--- config.mk ---
export PLATFORM = sky130hd
export DESIGN_NAME = snake_tick_gen
export DESIGN_NICKNAME = d
export VERILOG_FILES = /design/src/rtl/snake_tick_pkg.sv /design/src/rtl/mod_counter.sv /design/src/rtl/snake_tick_gen.sv
export SDC_FILE = /design/constraint.sdc
export NUM_CORES = 1
export LEC_CHECK = 0
export ABC_AREA = 1
export CAP_MARGIN = 20
export CORE_UTILIZATION = 39
export DETAILED_ROUTE_END_ITERATION = 7
export GPL_TIMING_DRIVEN = 0
export PLACE_DENSITY = 0.56
export SETUP_SLACK_MARGIN = 0.4
export SLEW_MARGIN = 20
export SYNTH_ARGS = -nofsm -noshare
export SYNTH_HDL_FRONTEND = slang
export SYNTH_HIERARCHICAL = 1
export SYNTH_SLANG_ARGS = --single-unit
--- constraint.sdc ---
create_clock -name clk -period 6.7 [get_ports clk]
set_input_delay 1.675 -clock clk [delete_from_list [all_inputs] [get_ports clk]]
set_output_delay 1.675 -clock clk [all_outputs]
set_load 0.005 [all_outputs]
--- src/rtl/snake_tick_pkg.sv ---
// Shared types, constants and the period helper for the snake game-tick generator.
package snake_tick_pkg;

    // Width of the wrapping game-tick counter.
    localparam int TICK_CNT_W = 16;

    // Tick FSM: free running, frozen, or emitting one single-step tick.
    typedef enum logic [1:0] {
        RUN,
        PAUSED,
        STEP
    } tick_state_t;

    // Tick period for a speed level: base minus level*step, floored at min_div.
    // The product is formed in 64 bits, so large levels saturate instead of wrapping.
    function automatic int unsigned div_for_level(
        input int unsigned base_div,
        input int unsigned step_div,
        input int unsigned min_div,
        input int unsigned level
    );
        logic [63:0]  reduction;
        int unsigned  result;
        reduction = 64'(level) * 64'(step_div);
        if (base_div <= min_div || reduction >= 64'(base_div - min_div))
            result = min_div;
        else
            result = base_div - 32'(reduction);
        return result;
    endfunction

endpackage

--- src/rtl/mod_counter.sv ---
// Modulo-N up counter: counts 0..last, returns to 0 after last, with a wrap strobe.
module mod_counter #(
    parameter int WIDTH = 4
) (
    input  logic             clk,
    input  logic             reset,
    input  logic             en,
    input  logic             clr,
    input  logic [WIDTH-1:0] last,
    output logic [WIDTH-1:0] cnt,
    output logic             wrap
);

    // Wrap fires on the enabled cycle that moves the count from last back to 0.
    // A count above last (only possible if last shrinks) also wraps immediately.
    assign wrap = en && !clr && (cnt >= last);

    // Count register: clear dominates enable.
    // NOTE: sequential state uses non-blocking (<=) so every register samples pre-edge values.
    always_ff @(posedge clk) begin
        if (reset)
            cnt <= '0;
        else if (clr)
            cnt <= '0;
        else if (en)
            cnt <= (cnt >= last) ? '0 : cnt + WIDTH'(1);
    end

endmodule

--- src/rtl/snake_tick_gen.sv ---
// Game-tick generator: speed-levelled update strobe with pause/single-step,
// a wrapping tick counter and a free-running blink square wave.
module snake_tick_gen
    import snake_tick_pkg::*;
#(
    parameter int unsigned BASE_DIV  = 4_000_000,
    parameter int unsigned STEP_DIV  = 250_000,
    parameter int unsigned MIN_DIV   = 1_000_000,
    parameter int          LEVEL_W   = 4,
    parameter int unsigned BLINK_DIV = 25_000_000
) (
    input  logic                  clk,
    input  logic                  reset,
    input  logic [LEVEL_W-1:0]    level_in,
    input  logic                  level_load,
    input  logic                  pause,
    input  logic                  step,
    output logic                  update_clk,
    output logic [TICK_CNT_W-1:0] tick_count,
    output logic [LEVEL_W-1:0]    level_o,
    output logic                  paused_o,
    output logic                  blink
);

    localparam int unsigned MAX_DIV = (BASE_DIV > BLINK_DIV) ? BASE_DIV : BLINK_DIV;
    localparam int          CNT_W   = $clog2(MAX_DIV);
    localparam logic [CNT_W-1:0] BLINK_LAST = CNT_W'(BLINK_DIV - 1);

    tick_state_t        state;
    logic [LEVEL_W-1:0] pending_level;
    logic [LEVEL_W-1:0] next_level;
    int unsigned        game_div;
    logic [CNT_W-1:0]   game_last;
    logic [CNT_W-1:0]   game_cnt;
    logic [CNT_W-1:0]   blink_cnt_unused;
    logic               game_at_last;
    logic               game_en;
    logic               game_clr;
    logic               game_wrap;
    logic               blink_wrap;
    logic               fire;

    // Period of the active level; it only changes at a wrap or a step, so a
    // running period always completes with the modulus it started with.
    assign game_div     = div_for_level(BASE_DIV, STEP_DIV, MIN_DIV, 32'(level_o));
    assign game_last    = CNT_W'(game_div - 1);
    assign game_at_last = (game_cnt >= game_last);

    // In RUN the count advances unless pause is requested; a wrap that lands on
    // the same cycle as pause still completes so that tick is not lost.
    assign game_en  = (state == RUN) && (!pause || game_at_last);
    assign game_clr = (state == STEP);
    assign fire     = game_wrap || (state == STEP);

    // A load in the same cycle as a wrap/step governs the following period.
    assign next_level = level_load ? level_in : pending_level;

    mod_counter #(
        .WIDTH (CNT_W)
    ) u_game_cnt (
        .clk   (clk),
        .reset (reset),
        .en    (game_en),
        .clr   (game_clr),
        .last  (game_last),
        .cnt   (game_cnt),
        .wrap  (game_wrap)
    );

    mod_counter #(
        .WIDTH (CNT_W)
    ) u_blink_cnt (
        .clk   (clk),
        .reset (reset),
        .en    (1'b1),
        .clr   (1'b0),
        .last  (BLINK_LAST),
        .cnt   (blink_cnt_unused),
        .wrap  (blink_wrap)
    );

    // Tick FSM with its registered outputs, tick counter and level registers.
    always_ff @(posedge clk) begin
        if (reset) begin
            state         <= RUN;
            update_clk    <= 1'b0;
            tick_count    <= '0;
            level_o       <= '0;
            pending_level <= '0;
            paused_o      <= 1'b0;
        end else begin
            update_clk <= fire;
            paused_o   <= (state != RUN);

            if (fire) begin
                tick_count <= tick_count + TICK_CNT_W'(1);
                level_o    <= next_level;
            end

            if (level_load)
                pending_level <= level_in;

            case (state)
                RUN: begin
                    if (pause)
                        state <= PAUSED;
                end
                PAUSED: begin
                    if (step)
                        state <= STEP;
                    else if (!pause)
                        state <= RUN;
                end
                STEP: begin
                    state <= pause ? PAUSED : RUN;
                end
                default: begin
                    state <= RUN;
                end
            endcase
        end
    end

    // Blink square wave: toggles once per blink-counter wrap, whatever the FSM does.
    always_ff @(posedge clk) begin
        if (reset)
            blink <= 1'b0;
        else if (blink_wrap)
            blink <= ~blink;
    end

endmodule
==> results.json <==
{
  "rsz0062_at_grt": "false",
  "hold_violations": 0,
  "design.core.area_sq_um": 18800,
  "finalCriticalPeriod_ns": 5.98,
  "design_area_sq_um": 9230,
  "fraction_of_final_layout_cells_sized_beyond_drive_strength_1": 0.161,
  "dieArea_sq_um": 19900,
  "synth_seq_cells": 79,
  "clk_pin_slew_ns": 0.07,
  "weighted_congestion_reported_at_the_end_of_routability_driven_placement": 0.877,
  "slew_violations": 0,
  "root_buffer": "sky130_fd_sc_hd__clkbuf_16",
  "placed_cells": 1460,
  "track_usage": 0.192,
  "final_cell_count_no_fill": 1510,
  "synth_top_area_cell": "sky130_fd_sc_hd__dfxtp_1",
  "synth_async_sr_flop_share": 0,
  "clkSinkCount": 79,
  "status": "finished clean",
  "peak_supply_drop_v": 0.000113,
  "synth.most_common_cell": "sky130_fd_sc_hd__nand2_1",
  "top_cell_type_s_share_of_synthesized_area": 0.210,
  "worstPathArrival_ns": 6.21,
  "ioPinCount": 32,
  "post_synth_inst_count": 1129,
  "synth-edff-count": 0,
  "ys_seq_area_frac": 0.210,
  "most_common_cell_type_on_the_critical_path": "sky130_fd_sc_hd__nor2_4",
  "post_synth.cell_area_avg_sq_um": 6.66,
  "fin_skew_ns": 0.00961,
  "maxClockFrequency_ghz": 0.167,
  "drt.antenna.violating_nets": 0,
  "finalHoldWorstSlack_ns": 0.480,
  "numCtsBuffers": 9,
  "yosys_warnings": 6,
  "max-cap-violations": 0,
  "largest_net_degree_at_the_start_of_global_routing": 18,
  "worst_setup_path_class": "reg -> reg",
  "count_of_unresolved_drc_violations_after_routing": 0,
  "floorplan.die.height_um": 141,
  "hpwl_after_detailed_placement_um": 14300,
  "worst_setup_path_end_kind": "register",
  "worst_slew_margin_rel": 0.584,
  "crit_path_top_delay_cell": "sky130_fd_sc_hd__fa_1",
  "vias": 7031,
  "clock_tree.htree_level_count": 3,
  "leakage_nw": 4.50,
  "drt-pass1-iter-count": 5,
  "vias_per_cell": 4.66,
  "final.period_utilization": 0.892,
  "antenna_cells": 0,
  "pwr_density_cell_nw_per_um2": 141,
  "count_of_distinct_cell_types_in_the_synthesized_netlist": 47,
  "clk_latency_ns": 0.35,
  "crit_path_max_fanout": 8,
  "clock_tree.buffer_depth": 2,
  "worst_slack_ns": 0.723,
  "critPathMaxStageDelay_ns": 0.58,
  "startpoint_type": "register",
  "netlist_top_cells_area": "sky130_fd_sc_hd__dfxtp_1 21%, sky130_fd_sc_hd__ha_1 16%, sky130_fd_sc_hd__nand2_1 13%",
  "tritoncts": "yes",
  "die_w_um": 141,
  "worstPathRequired_ns": 6.94,
  "fillers": 1928,
  "grt_antenna_before_repair": 0,
  "std_cell_rows": 50,
  "global_route.overflow_total": 0,
  "dpl_worst_slack_ns": -1.12,
  "hold_path_class": "reg -> reg",
  "nNetsFinal": 1354,
  "synth_top_cells_by_count": "262 x sky130_fd_sc_hd__nand2_1, 164 x sky130_fd_sc_hd__inv_1, 155 x sky130_fd_sc_hd__nor2_1",
  "synth_area_sq_um": 7520,
  "grt_first_pass_wirelength_um": 30600,
  "setup_violations": 0,
  "worst_slew_pin_slew_ns": 0.622,
  "first_global_vias": 6400,
  "avgRoutedWirePerCell_um": 12.1,
  "wirelength_um": 18300,
  "initial_core_util": 0.400,
  "dominantRegCellSynth": "sky130_fd_sc_hd__dfxtp_1",
  "portBuffers": 30,
  "area_growth_pct": 22.7,
  "placement.cell_area_sq_um": 8300,
  "first_iter_violations": 285
}
layer usage:
metal  wire, um  global-route usage  vias up  share of wire
li1           -                   -     3801              -
met1       8920               0.260     3074           0.49
met2       8220               0.310      132           0.45
met3        731              0.0258       24          0.040
met4        395              0.0709        0          0.022
met5          0                   0        -              0
flip-flops by register name, indices dropped and copies added (netlist names):
| name | count |
|---|---|
| blink | 1 |
| level_o | 4 |
| paused_o | 1 |
| pending_level | 4 |
| state | 2 |
| tick_count | 16 |
| u_blink_cnt/cnt | 25 |
| u_game_cnt/cnt | 25 |
| update_clk | 1 |
final timing paths:
check	start	end	slack [ns]	cells after the start
worst max-delay path	level_o[2]	tick_count[15]	0.72	45
worst min-delay path	state[0]	state[1]	0.48	2
worst max register to register	level_o[2]	tick_count[15]	0.72	45
worst min register to register	state[0]	state[1]	0.48	2
repair_timing:
item | in CTS | in global routing
setup buffers | 11 | 23
setup endpoints to repair | 46 | 27
gates resized for setup | 27 | 66
pin swaps | 9 | 48
hold buffers | 0 | 0
layout make-up:
cell class / instances / area, sq um / share of cell area
plain buffers: 12 / 86.3 / 0.00935
clock buffers: 9 / 225 / 0.0244
clock inverters: 7 / 73.8 / 0.00800
inverters: 184 / 708 / 0.0767
multi-input cells: 895 / 5660 / 0.613
flip-flops and latches: 79 / 1590 / 0.173
well taps: 260 / 325 / 0.0352
repair buffers: 64 / 563 / 0.0610
worst max-delay path, delay by kind of cell (launching register included):
family        cells  cell delay (ns)
flops             1             0.38
simple gates     32             2.99
buf+inv           8             0.62
fa+ha+maj         5             1.84
layout by cell type, fill, tap and decap left out, types with 5 or more instances in the layout:
master / instances
sky130_fd_sc_hd__nand2_1: 249
sky130_fd_sc_hd__a21oi_1: 37
sky130_fd_sc_hd__inv_2: 27
sky130_fd_sc_hd__nand2_4: 7
sky130_fd_sc_hd__dfxtp_1: 75
sky130_fd_sc_hd__nor2_4: 21
sky130_fd_sc_hd__nand4_1: 39
sky130_fd_sc_hd__nor3_1: 19
sky130_fd_sc_hd__clkbuf_16: 9
sky130_fd_sc_hd__xor2_1: 43
sky130_fd_sc_hd__xnor2_1: 6
sky130_fd_sc_hd__ha_4: 8
sky130_fd_sc_hd__ha_1: 87
sky130_fd_sc_hd__conb_1: 43
sky130_fd_sc_hd__mux2i_1: 6
sky130_fd_sc_hd__nand2_2: 27
sky130_fd_sc_hd__inv_1: 152
sky130_fd_sc_hd__o21ai_0: 10
sky130_fd_sc_hd__nor2_1: 143
sky130_fd_sc_hd__nand3_1: 65
sky130_fd_sc_hd__clkdlybuf4s50_1: 30
sky130_fd_sc_hd__buf_4: 37
sky130_fd_sc_hd__nor2_2: 10
sky130_fd_sc_hd__nand3_2: 11
sky130_fd_sc_hd__clkbuf_1: 5
through the flow:
| stage | power [mW] | setup TNS [ns] | utilization |
|---|---|---|---|
| global placement | 0.772 | -19.28 | 0.441 |
| floorplan | 0.708 | 0 | - |
| global route | 1.38 | 0 | 0.490 |
| finish | 1.31 | 0 | 0.490 |
| detailed placement | 0.773 | -19.82 | 0.441 |
| CTS | 1.29 | 0 | 0.466 |
power breakdown:
group	switching, mW	internal, mW	total, mW
logic	0.203	0.120	0.323
registers	0.00532	0.473	0.479
clock network	0.241	0.264	0.505
total	0.449	0.857	1.31
cells by family after synthesis:
family / after synthesis / share of synthesized area
xor+xnor: 55 / 0.0670
fa+ha+maj: 100 / 0.171
other cells: 2 / 0.000998
buf+inv: 196 / 0.102
simple gates: 617 / 0.384
compound gates: 74 / 0.0565
flops: 79 / 0.210
mux: 6 / 0.00798
No activity file was read; power rests on OpenSTA's default activity.
